### src/rtl/psg_write_sched_if.sv
// CPU write port and shared PSG bus of the write scheduler.
// master = CPU/PSG side, slave = scheduler side.
interface psg_write_sched_if #(
  parameter int NUM_CHIPS = 3
);
  logic                 wr_valid;
  logic [2:0]           wr_chip;
  logic [7:0]           wr_data;
  logic                 wr_ready;
  logic [NUM_CHIPS-1:0] sn_ready;
  logic [NUM_CHIPS-1:0] sn_ce_n;
  logic [7:0]           sn_d;

  modport master (
    output wr_valid, wr_chip, wr_data, sn_ready,
    input  wr_ready, sn_ce_n, sn_d
  );

  modport slave (
    input  wr_valid, wr_chip, wr_data, sn_ready,
    output wr_ready, sn_ce_n, sn_d
  );
endinterface

### src/rtl/psg_write_sched.sv
// Queued Z80->PSG write scheduler: FIFO plus one CE/READY handshake per entry.
// Optional handshake timeout with macro PSG_WR_TIMEOUT_EN; without it STROBE/HOLD wait forever.
module psg_write_sched #(
  parameter int NUM_CHIPS  = 3,
  parameter int FIFO_DEPTH = 8,
  parameter int TIMEOUT    = 255
) (
  input  logic                        clk_14m,
  input  logic                        reset,
  psg_write_sched_if.slave            bus,
  input  logic                        clr_err,
  output logic                        busy,
  output logic [$clog2(FIFO_DEPTH):0] fifo_level,
  output logic [2:0]                  err
);
  localparam int PW = $clog2(FIFO_DEPTH);
  localparam int LW = PW + 1;

  if (NUM_CHIPS < 1 || NUM_CHIPS > 8 || FIFO_DEPTH < 2 || FIFO_DEPTH > 64 ||
      (FIFO_DEPTH & (FIFO_DEPTH - 1)) != 0 || TIMEOUT < 1 || TIMEOUT > 65535) begin : g_bad_param
    $error("psg_write_sched: parameter out of range");
  end

  typedef enum logic [2:0] {IDLE, SETUP, STROBE, HOLD, RELEASE} state_t;

  state_t               state_q;
  logic [2:0]           chip_q;
  logic [7:0]           sn_d_q;
  logic [NUM_CHIPS-1:0] ce_n_q;

  logic [10:0]   mem_q [FIFO_DEPTH];
  logic [PW-1:0] wr_ptr_q, rd_ptr_q;
  logic [LW-1:0] level_q, level_d;
  logic [2:0]    err_q, err_d;

  logic                 wr_ready, push, pop, overflow;
  logic                 head_vld, head_bad, bad_pop, tmo_hit;
  logic [10:0]          head;
  logic                 ready_sel;
  logic [NUM_CHIPS-1:0] ce_sel_n;

  assign wr_ready = (level_q != LW'(FIFO_DEPTH));
  assign push     = bus.wr_valid & wr_ready;
  assign overflow = bus.wr_valid & ~wr_ready;
  assign head_vld = (level_q != '0);
  assign head     = mem_q[rd_ptr_q];
  assign head_bad = ({1'b0, head[10:8]} >= 4'(NUM_CHIPS));
  assign bad_pop  = (state_q == IDLE) && head_vld && head_bad;
  assign pop      = bad_pop || (state_q == RELEASE) || tmo_hit;

`ifdef PSG_WR_TIMEOUT_EN
  logic [15:0] cnt_q;

  assign tmo_hit = ((state_q == STROBE) || (state_q == HOLD)) && (cnt_q == 16'(TIMEOUT - 1));

  always_ff @(posedge clk_14m or negedge reset) begin
    if (!reset) begin
      cnt_q <= '0;
    end else if (state_q == SETUP) begin
      cnt_q <= '0;
    end else if ((state_q == STROBE) || (state_q == HOLD)) begin
      cnt_q <= cnt_q + 16'd1;
    end
  end
`else
  assign tmo_hit = 1'b0;
`endif

  // Target-chip decode; sn_ready of every other chip is ignored.
  always_comb begin
    ready_sel = 1'b1;
    ce_sel_n  = '1;
    for (int i = 0; i < NUM_CHIPS; i++) begin
      if (chip_q == 3'(i)) begin
        ready_sel   = bus.sn_ready[i];
        ce_sel_n[i] = 1'b0;
      end
    end
  end

  always_comb begin
    level_d = level_q;
    case ({push, pop})
      2'b10:   level_d = level_q + 1'b1;
      2'b01:   level_d = level_q - 1'b1;
      default: level_d = level_q;
    endcase
    // A new error beats a simultaneous clear.
    err_d = (clr_err ? 3'b000 : err_q) | {tmo_hit, bad_pop, overflow};
  end

  always_ff @(posedge clk_14m) begin
    if (push) begin
      mem_q[wr_ptr_q] <= {bus.wr_chip, bus.wr_data};
    end
  end

  always_ff @(posedge clk_14m or negedge reset) begin
    if (!reset) begin
      wr_ptr_q <= '0;
      rd_ptr_q <= '0;
      level_q  <= '0;
      err_q    <= '0;
    end else begin
      if (push) wr_ptr_q <= wr_ptr_q + 1'b1;
      if (pop)  rd_ptr_q <= rd_ptr_q + 1'b1;
      level_q <= level_d;
      err_q   <= err_d;
    end
  end

  // The entry stays at the FIFO head for the whole handshake and is popped on exit.
  always_ff @(posedge clk_14m or negedge reset) begin
    if (!reset) begin
      state_q <= IDLE;
      chip_q  <= '0;
      sn_d_q  <= '0;
      ce_n_q  <= '1;
    end else begin
      case (state_q)
        IDLE: begin
          if (head_vld && !head_bad) begin
            chip_q  <= head[10:8];
            sn_d_q  <= head[7:0];
            state_q <= SETUP;
          end
        end
        SETUP: begin
          ce_n_q  <= ce_sel_n;
          state_q <= STROBE;
        end
        STROBE: begin
          if (tmo_hit) begin
            ce_n_q  <= '1;
            state_q <= IDLE;
          end else if (!ready_sel) begin
            state_q <= HOLD;
          end
        end
        HOLD: begin
          if (tmo_hit) begin
            ce_n_q  <= '1;
            state_q <= IDLE;
          end else if (ready_sel) begin
            ce_n_q  <= '1;
            state_q <= RELEASE;
          end
        end
        RELEASE: begin
          state_q <= IDLE;
        end
        default: begin
          ce_n_q  <= '1;
          state_q <= IDLE;
        end
      endcase
    end
  end

  assign bus.wr_ready = wr_ready;
  assign bus.sn_ce_n  = ce_n_q;
  assign bus.sn_d     = sn_d_q;
  assign busy         = (state_q != IDLE) || head_vld;
  assign fifo_level   = level_q;
  assign err          = err_q;
endmodule

### src/flat_wrapper.sv
// flat-port wrapper written by rule: the top's interface ports become plain ports
module psg_write_sched_flat 
#(
  parameter int NUM_CHIPS  = 3,
  parameter int FIFO_DEPTH = 8,
  parameter int TIMEOUT    = 255
)
  (clk_14m, reset, clr_err, busy, fifo_level, err, bus_wr_valid, bus_wr_chip, bus_wr_data, bus_sn_ready, bus_wr_ready, bus_sn_ce_n, bus_sn_d);
  psg_write_sched_if #(.NUM_CHIPS(NUM_CHIPS)) bus_i ();
  input  logic clk_14m;
  input  logic reset;
  input  logic clr_err;
  output logic busy;
  output logic [$clog2(FIFO_DEPTH):0] fifo_level;
  output logic [2:0] err;
  input wire logic [$bits(bus_i.wr_valid)-1:0] bus_wr_valid;
  input wire logic [$bits(bus_i.wr_chip)-1:0] bus_wr_chip;
  input wire logic [$bits(bus_i.wr_data)-1:0] bus_wr_data;
  input wire logic [$bits(bus_i.sn_ready)-1:0] bus_sn_ready;
  output wire logic [$bits(bus_i.wr_ready)-1:0] bus_wr_ready;
  output wire logic [$bits(bus_i.sn_ce_n)-1:0] bus_sn_ce_n;
  output wire logic [$bits(bus_i.sn_d)-1:0] bus_sn_d;
  assign bus_i.wr_valid = bus_wr_valid;
  assign bus_i.wr_chip = bus_wr_chip;
  assign bus_i.wr_data = bus_wr_data;
  assign bus_i.sn_ready = bus_sn_ready;
  assign bus_wr_ready = bus_i.wr_ready;
  assign bus_sn_ce_n = bus_i.sn_ce_n;
  assign bus_sn_d = bus_i.sn_d;
  psg_write_sched #(.NUM_CHIPS(NUM_CHIPS), .FIFO_DEPTH(FIFO_DEPTH), .TIMEOUT(TIMEOUT)) u_core (.clk_14m(clk_14m), .reset(reset), .bus(bus_i), .clr_err(clr_err), .busy(busy), .fifo_level(fifo_level), .err(err));
endmodule
### config.mk
export PLATFORM = sky130hd
export DESIGN_NAME = psg_write_sched_flat
export DESIGN_NICKNAME = d
export VERILOG_FILES = /design/src/rtl/psg_write_sched_if.sv /design/src/rtl/psg_write_sched.sv /design/src/flat_wrapper.sv
export SDC_FILE = /design/constraint.sdc
export NUM_CORES = 1
export LEC_CHECK = 0
export ABC_AREA = 0
export BUFFER_PORTS_ARGS = -buffer_cell sky130_fd_sc_hd__buf_2
export CAP_MARGIN = 10
export CORE_AREA = 2 2 93 95
export DETAILED_ROUTE_END_ITERATION = 16
export DIE_AREA = 0 0 95 97
export PLACE_DENSITY = 0.86
export SYNTH_ARGS = -nofsm -noshare
export SYNTH_HDL_FRONTEND = slang
export SYNTH_SLANG_ARGS = --single-unit
export TNS_END_PERCENT = 1
### constraint.sdc
create_clock -name clk_14m -period 9.46 [get_ports clk_14m]
set_clock_uncertainty 0.05 [all_clocks]
set_input_delay 1.892 -clock clk_14m [delete_from_list [all_inputs] [get_ports clk_14m]]
set_output_delay 1.892 -clock clk_14m [all_outputs]
set_load 0.03 [all_outputs]
==> results of run 1 <==
[layer usage]
| metal | global-route usage (%) | part of all wire [%] |
|---|---|---|
| met5 | 0 | 0 |
| met4 | 10.03 | 1.6 |
| met3 | 5.841 | 4.8 |
| met2 | 35.46 | 52 |
| met1 | 27.60 | 41 |
[stage by stage]
stage	worst slack, ns	instance area [µm²]	instances
floorplan	5.841	4753	257
global placement	5.879	5086	397
detailed placement	5.822	5086	397
CTS	5.707	5622	429
global route	5.588	5622	429
finish	5.729	5622	429
[cells in the mapped netlist (all sizes together)]
master / n
a21oi: 4
or4: 1
xnor2: 5
a22oi: 1
dfrtp: 26
ha: 5
inv: 9
nand3: 4
fa: 1
o31ai: 1
a2bb2oi: 2
o21a: 1
o32a: 2
and2: 1
mux2: 21
nand2: 11
buf: 3
clkbuf: 5
mux4: 22
conb: 1
dfstp: 3
nand2b: 4
nand3b: 1
a211oi: 2
nor4: 3
o32ai: 1
mux2i: 3
edfxtp: 88
xor2: 2
or4b: 1
nor3: 9
nor2: 11
a21o: 1
o21ai: 2
[cell type report]
cell class	count	area, µm²	share of cell area (%)
sequential	117	3372	59.98
multi-input combinational	123	1316	23.41
clock buffer	17	414.1	7.367
timing repair buffer	43	232.7	4.140
tap	105	131.4	2.337
clock inverter	15	121.4	2.159
inverter	9	33.78	0.6009
[power groups by stage]
stage          registers (µW)  logic (µW)  clock network, µW
3_5_place_dp              776         581                  0
5_1_grt                   784         626                593
3_3_place_gp              766         558                  0
6_report                  769         578                563
4_1_cts                   769         585                570
2_1_floorplan             804         392                  0
[worst max-delay path, cell delays in order (launching register included)]
cell,delay (ns)
dfrtp_1,0.44
nor4_1,0.49
nand3b_1,0.14
buf_2,0.20
[how the worst max path moves through the flow]
stage | from | end
finish | u_core.fifo_level[0]$_DFFE_PN0P_ | busy
CTS | u_core.fifo_level[0]$_DFFE_PN0P_ | busy
floorplan | bus_wr_valid | u_core.mem_q[0][0]$_DFFE_PP_
global route | u_core.fifo_level[0]$_DFFE_PN0P_ | busy
detailed placement | bus_wr_valid | u_core.fifo_level[3]$_DFFE_PN0P_
global placement | bus_wr_valid | u_core.fifo_level[3]$_DFFE_PN0P_
[state kept, by name, indices dropped and copies added (netlist names)]
name and count:
u_core.mem_q 88, u_core.fifo_level 4, u_core.state_q 3, u_core.bus.sn_d 8, u_core.rd_ptr_q 3, u_core.err 2
u_core.bus.sn_ce_n 3, u_core.chip_q 3, u_core.wr_ptr_q 3
[cells by family (layout without fill, tap and decap cells)]
| logic type | after synthesis | count (layout) |
|---|---|---|
| DFF | 117 | 117 |
| muxes | 46 | 46 |
| and+or+nand+nor | 46 | 46 |
| AOI/OAI and AO/OA | 17 | 17 |
| buffers and inverters | 17 | 84 |
| xor gates and xnor gates | 7 | 7 |
| adders and majority gates | 6 | 6 |
| other | 1 | 1 |
==> flow_summary.json, run 1 <==
{
  "run_status": "completed",
  "yosysUniqueCellTypes": 43,
  "maxSlewViolCount": 0,
  "finalSetupTns_ns": 0,
  "cts_root_buf": "clkbuf_8",
  "critPathKind": "register to primary output",
  "cts_sinks": 117,
  "via_per_inst": 5.762,
  "final_layout_size_suffix_gt1_share_pct": 37.35,
  "dr.pass1.iters": 4,
  "hold_end": "u_core.bus.sn_d[4]$_DFFE_PN0P_",
  "yosys_register_bits": 117,
  "clockBufferDepth": 2,
  "powerDensity_nw_per_um2": 339.9,
  "netlist_area_um2": 4753,
  "fp.dieW_um": 95,
  "postCtsSetupBuffers": 0,
  "synth_xor_area_share_pct": 1.290,
  "syn_area_per_cell_um2": 18.50,
  "synth_compound_area_share_pct": 2.922,
  "synth_area_leaders": "edfxtp_1, dfrtp_1, mux4_2",
  "yosysTopAreaCellShare_pct": 55.59,
  "grt_max_degree": 30,
  "tightestPinTransition_ns": 1.179,
  "fin_crit_sh_pct": 39.44,
  "syn_nets": 281,
  "core_area_um2": 8134,
  "globalRouteOverflowTotal": 0,
  "top_level_ports": 38,
  "gp_congestion": 0.8259,
  "start_kind": "register",
  "synth_top_family_by_area": "multiplexers",
  "portBuffers": 36,
  "grt_pass1_vias": 2670,
  "p_switching_uw": 645.4,
  "antenna_cells": 0,
  "r2r_setup_slack_ns": 5.79,
  "numCtsBuffers": 17,
  "timing.rr.start": "u_core.rd_ptr_q[2]$_DFFE_PN0P_",
  "ys_warn_count": 0,
  "fmax_mhz": 268.0,
  "hp-start": "u_core.bus.sn_d[4]$_DFFE_PN0P_",
  "p_total_uw": 1911,
  "clk-insertion-delay-late_ns": 0.51,
  "cts_resized": 0,
  "p_seq_share_pct": 40.3,
  "slew_headroom_pct": 21.09,
  "syn_to_final_growth_pct": 18.27,
  "period_needed_ns": 3.731,
  "crit_path_end_kind": "primary output",
  "worstPathRequired_ns": 7.52,
  "first_iter_violations": 166,
  "rsz0062_at_grt": "false",
  "totalWireLength_um": 8803,
  "layout_common_cells": "edfxtp_1, buf_2, dfrtp_1, mux2_2, mux4_2",
  "antenna_found_initial": 0,
  "cts_tree": "yes",
  "hold_path_class": "register to register",
  "internal-power_uw": 1265,
  "grt_pass1_wl_um": 14160,
  "r2r-end": "u_core.fifo_level[3]$_DFFE_PN0P_",
  "fin_nets": 335,
  "drtAntennaViolNets": 0,
  "die-area_um2": 9215,
  "power.share.switching_pct": 33.78,
  "finalHoldViolCount": 0,
  "whs_path_depth": 1,
  "finalSetupViolCount": 0,
  "vias": 2472,
  "nFillCells": 476,
  "track_usage_pct": 21.91,
  "final_common_cell": "edfxtp_1",
  "drcViolationCount": 0,
  "synth_fa_ha_area_share_pct": 1.737,
  "die_h_um": 97,
  "htree_levels": 4,
  "yosysTopAreaCell": "edfxtp_1",
  "hold-worst-slack_ns": 0.4511,
  "combPwrFrac_pct": 30.3,
  "start_util_pct": 58.44,
  "yosys.area_share.simple_pct": 4.843,
  "ir_worst_vdd_mv": 0.1636,
  "wl_per_cell_um": 20.52,
  "syn-instance-count": 257,
  "ys_seq_area_share_pct": 70.94,
  "clk_pin_slew_ns": 0.06,
  "rr_worst_depth": 12,
  "post-route-util_pct": 69.11,
  "crit_arrival_ns": 1.79,
  "clockPowerShare_pct": 29.5,
  "dp_hpwl_um": 5351,
  "synthMuxAreaShare_pct": 16.50,
  "maxCapViolCount": 0,
  "p_leak_uw": 0.002084,
  "crit_path_max_fanout": 6,
  "num_rows": 33,
  "ctsHoldBuffers": 0
}
Note: power is estimated with default switching activity, not from simulation.
==> run 2: changes to the inputs <==
Clock period 9.46 ns to 3.5 ns, I/O delays scaled along.
==> run 2 against run 1 <==
Final cell count is 1.4% higher. Total power rose to 2.8 times the previous value. Via count grew 3.2%. First-iteration DRC count up 31%. Die area is the same. Sequential share of layout area decreased by 0.62 points. Global-route usage rose by 0.71 points. Register-to-register slack got worse by 5.6 ns. Sequential cell count unchanged. Final area up 1.0%. Clock-buffer cell count increased by 1. Critical path type is now register to register. Largest power group unchanged. Highest routed layer unchanged.
==> flow_summary.json, run 2 (same netlist as run 1, synthesis figures left out) <==
{
  "run_status": "completed",
  "ir_worst_vdd_mv": 0.4176,
  "timing.rr.start": "u_core.rd_ptr_q[0]$_DFFE_PN0P_",
  "cts_resized": 0,
  "antenna_cells": 0,
  "r2r-end": "u_core.fifo_level[3]$_DFFE_PN0P_",
  "drcViolationCount": 0,
  "fin_crit_sh_pct": 94.47,
  "portBuffers": 36,
  "grt_pass1_vias": 2639,
  "globalRouteOverflowTotal": 0,
  "finalSetupTns_ns": 0,
  "num_rows": 33,
  "die-area_um2": 9215,
  "crit_path_max_fanout": 5,
  "r2r_setup_slack_ns": 0.19,
  "postCtsSetupBuffers": 0,
  "hold_path_class": "input port to asynchronous set/reset pin",
  "cts_root_buf": "clkbuf_8",
  "grt_pass1_wl_um": 14490,
  "start_kind": "register",
  "cts_sinks": 117,
  "fp.dieW_um": 95,
  "tightestPinTransition_ns": 0.7158,
  "dr.pass1.iters": 4,
  "gp_congestion": 0.7534,
  "largest_reg_flops": 88,
  "dp_hpwl_um": 5679,
  "p_leak_uw": 0.002125,
  "slew_headroom_pct": 52.28,
  "cts_tree": "yes",
  "antenna_found_initial": 0,
  "maxSlewViolCount": 0,
  "clockBufferDepth": 2,
  "syn_to_final_growth_pct": 19.51,
  "grt_max_degree": 30,
  "maxCapViolCount": 0,
  "first_iter_violations": 217,
  "critPathKind": "register to register",
  "regMostFlops": "u_core.mem_q",
  "powerDensity_nw_per_um2": 931.8,
  "final_common_cell": "edfxtp_1",
  "final_layout_size_suffix_gt1_share_pct": 38.48,
  "totalWireLength_um": 9305,
  "clk_pin_slew_ns": 0.06,
  "crit_arrival_ns": 3.66,
  "crit_path_end_kind": "register",
  "numCtsBuffers": 17,
  "start_util_pct": 58.44,
  "rr_worst_depth": 12,
  "fin_nets": 341,
  "core_area_um2": 8134,
  "finalSetupViolCount": 0,
  "track_usage_pct": 22.62,
  "finalHoldViolCount": 0,
  "drtAntennaViolNets": 0,
  "rsz0062_at_grt": "false",
  "period_needed_ns": 3.307,
  "fmax_mhz": 302.4,
  "htree_levels": 4,
  "die_h_um": 97,
  "via_per_inst": 5.867,
  "top_level_ports": 38,
  "wl_per_cell_um": 21.39,
  "ctsHoldBuffers": 0,
  "worstPathRequired_ns": 3.85,
  "p_total_uw": 5293,
  "vias": 2552,
  "layout_common_cells": "edfxtp_1, buf_2, dfrtp_1, mux2_2, mux4_2",
  "post-route-util_pct": 69.84,
  "clk-insertion-delay-late_ns": 0.52
}
[run 2: cell types whose count changed in the layout (fill, tap and decap cells not counted), sizes merged]
cell and delta:
buf +6, bufinv +1, clkbuf +1, clkinv -1, clkinvlp -1
[run 2: critical path: stages, from the launching register on]
cell	delay, ns
dfrtp_1	0.46
mux4_1	0.63
mux2_2	0.35
a21oi_4	0.20
a2bb2oi_2	0.22
inv_1	0.07
ha_1	0.23
ha_1	0.29
a21o_1	0.17
a21oi_1	0.17
xnor2_1	0.13
nor2_1	0.06
xor2_1	0.14
[run 2: layout make-up]
cell class              instances  area, µm²
inverters                       9      33.78
clock buffers                  18      417.9
multi-input cells             123       1308
clock inverters                14      140.1
fillers                       478       2454
well taps                     105      131.4
flip-flops and latches        117       3372
repair buffers                 49      277.8
[run 2: stage by stage]
| stage | cell area [µm²] | instances | hold WS [ns] | setup slack [ns] |
|---|---|---|---|---|
| floorplan | 4753 | 257 | 0.3544 | 0.3843 |
| finish | 5680 | 435 | 0.1827 | 0.1935 |
| global placement | 5122 | 403 | 0.4329 | 0.3748 |
| detailed placement | 5122 | 403 | 0.4462 | 0.2560 |
| global route | 5680 | 435 | 0.2206 | 0.1073 |
| CTS | 5680 | 435 | 0.1867 | 0.2528 |
[run 2: per-layer routing]
layer | vias to the layer above | wire length, µm | GRT usage (%) | part of all wire, %
li1 | 1143 | - | - | -
met1 | 1292 | 3566 | 28.17 | 38
met2 | 104 | 4919 | 35.84 | 53
met3 | 13 | 647 | 9.112 | 7.0
met4 | 0 | 172 | 8.138 | 1.8
met5 | - | 0 | 0 | 0
[run 2: worst max path at each step]
stage          depth (start not counted)                                to  slack (ns)                           start
2_1_floorplan                         13  u_core.fifo_level[3]$_DFFE_PN0P_        0.38  u_core.rd_ptr_q[0]$_DFFE_PN0P_
3_3_place_gp                          12  u_core.fifo_level[3]$_DFFE_PN0P_        0.37  u_core.rd_ptr_q[1]$_DFFE_PN0P_
3_5_place_dp                          12  u_core.fifo_level[3]$_DFFE_PN0P_        0.26  u_core.rd_ptr_q[0]$_DFFE_PN0P_
4_1_cts                               12  u_core.fifo_level[3]$_DFFE_PN0P_        0.25  u_core.rd_ptr_q[0]$_DFFE_PN0P_
5_1_grt                               12  u_core.fifo_level[3]$_DFFE_PN0P_        0.11  u_core.rd_ptr_q[0]$_DFFE_PN0P_
6_report                              12  u_core.fifo_level[3]$_DFFE_PN0P_        0.19  u_core.rd_ptr_q[0]$_DFFE_PN0P_
[run 2: where the power goes]
part           leakage (µW)  internal, µW  switching (µW)
combinational      0.000718           742             895
sequential          0.00114          1820             233
clock              0.000264           958             646
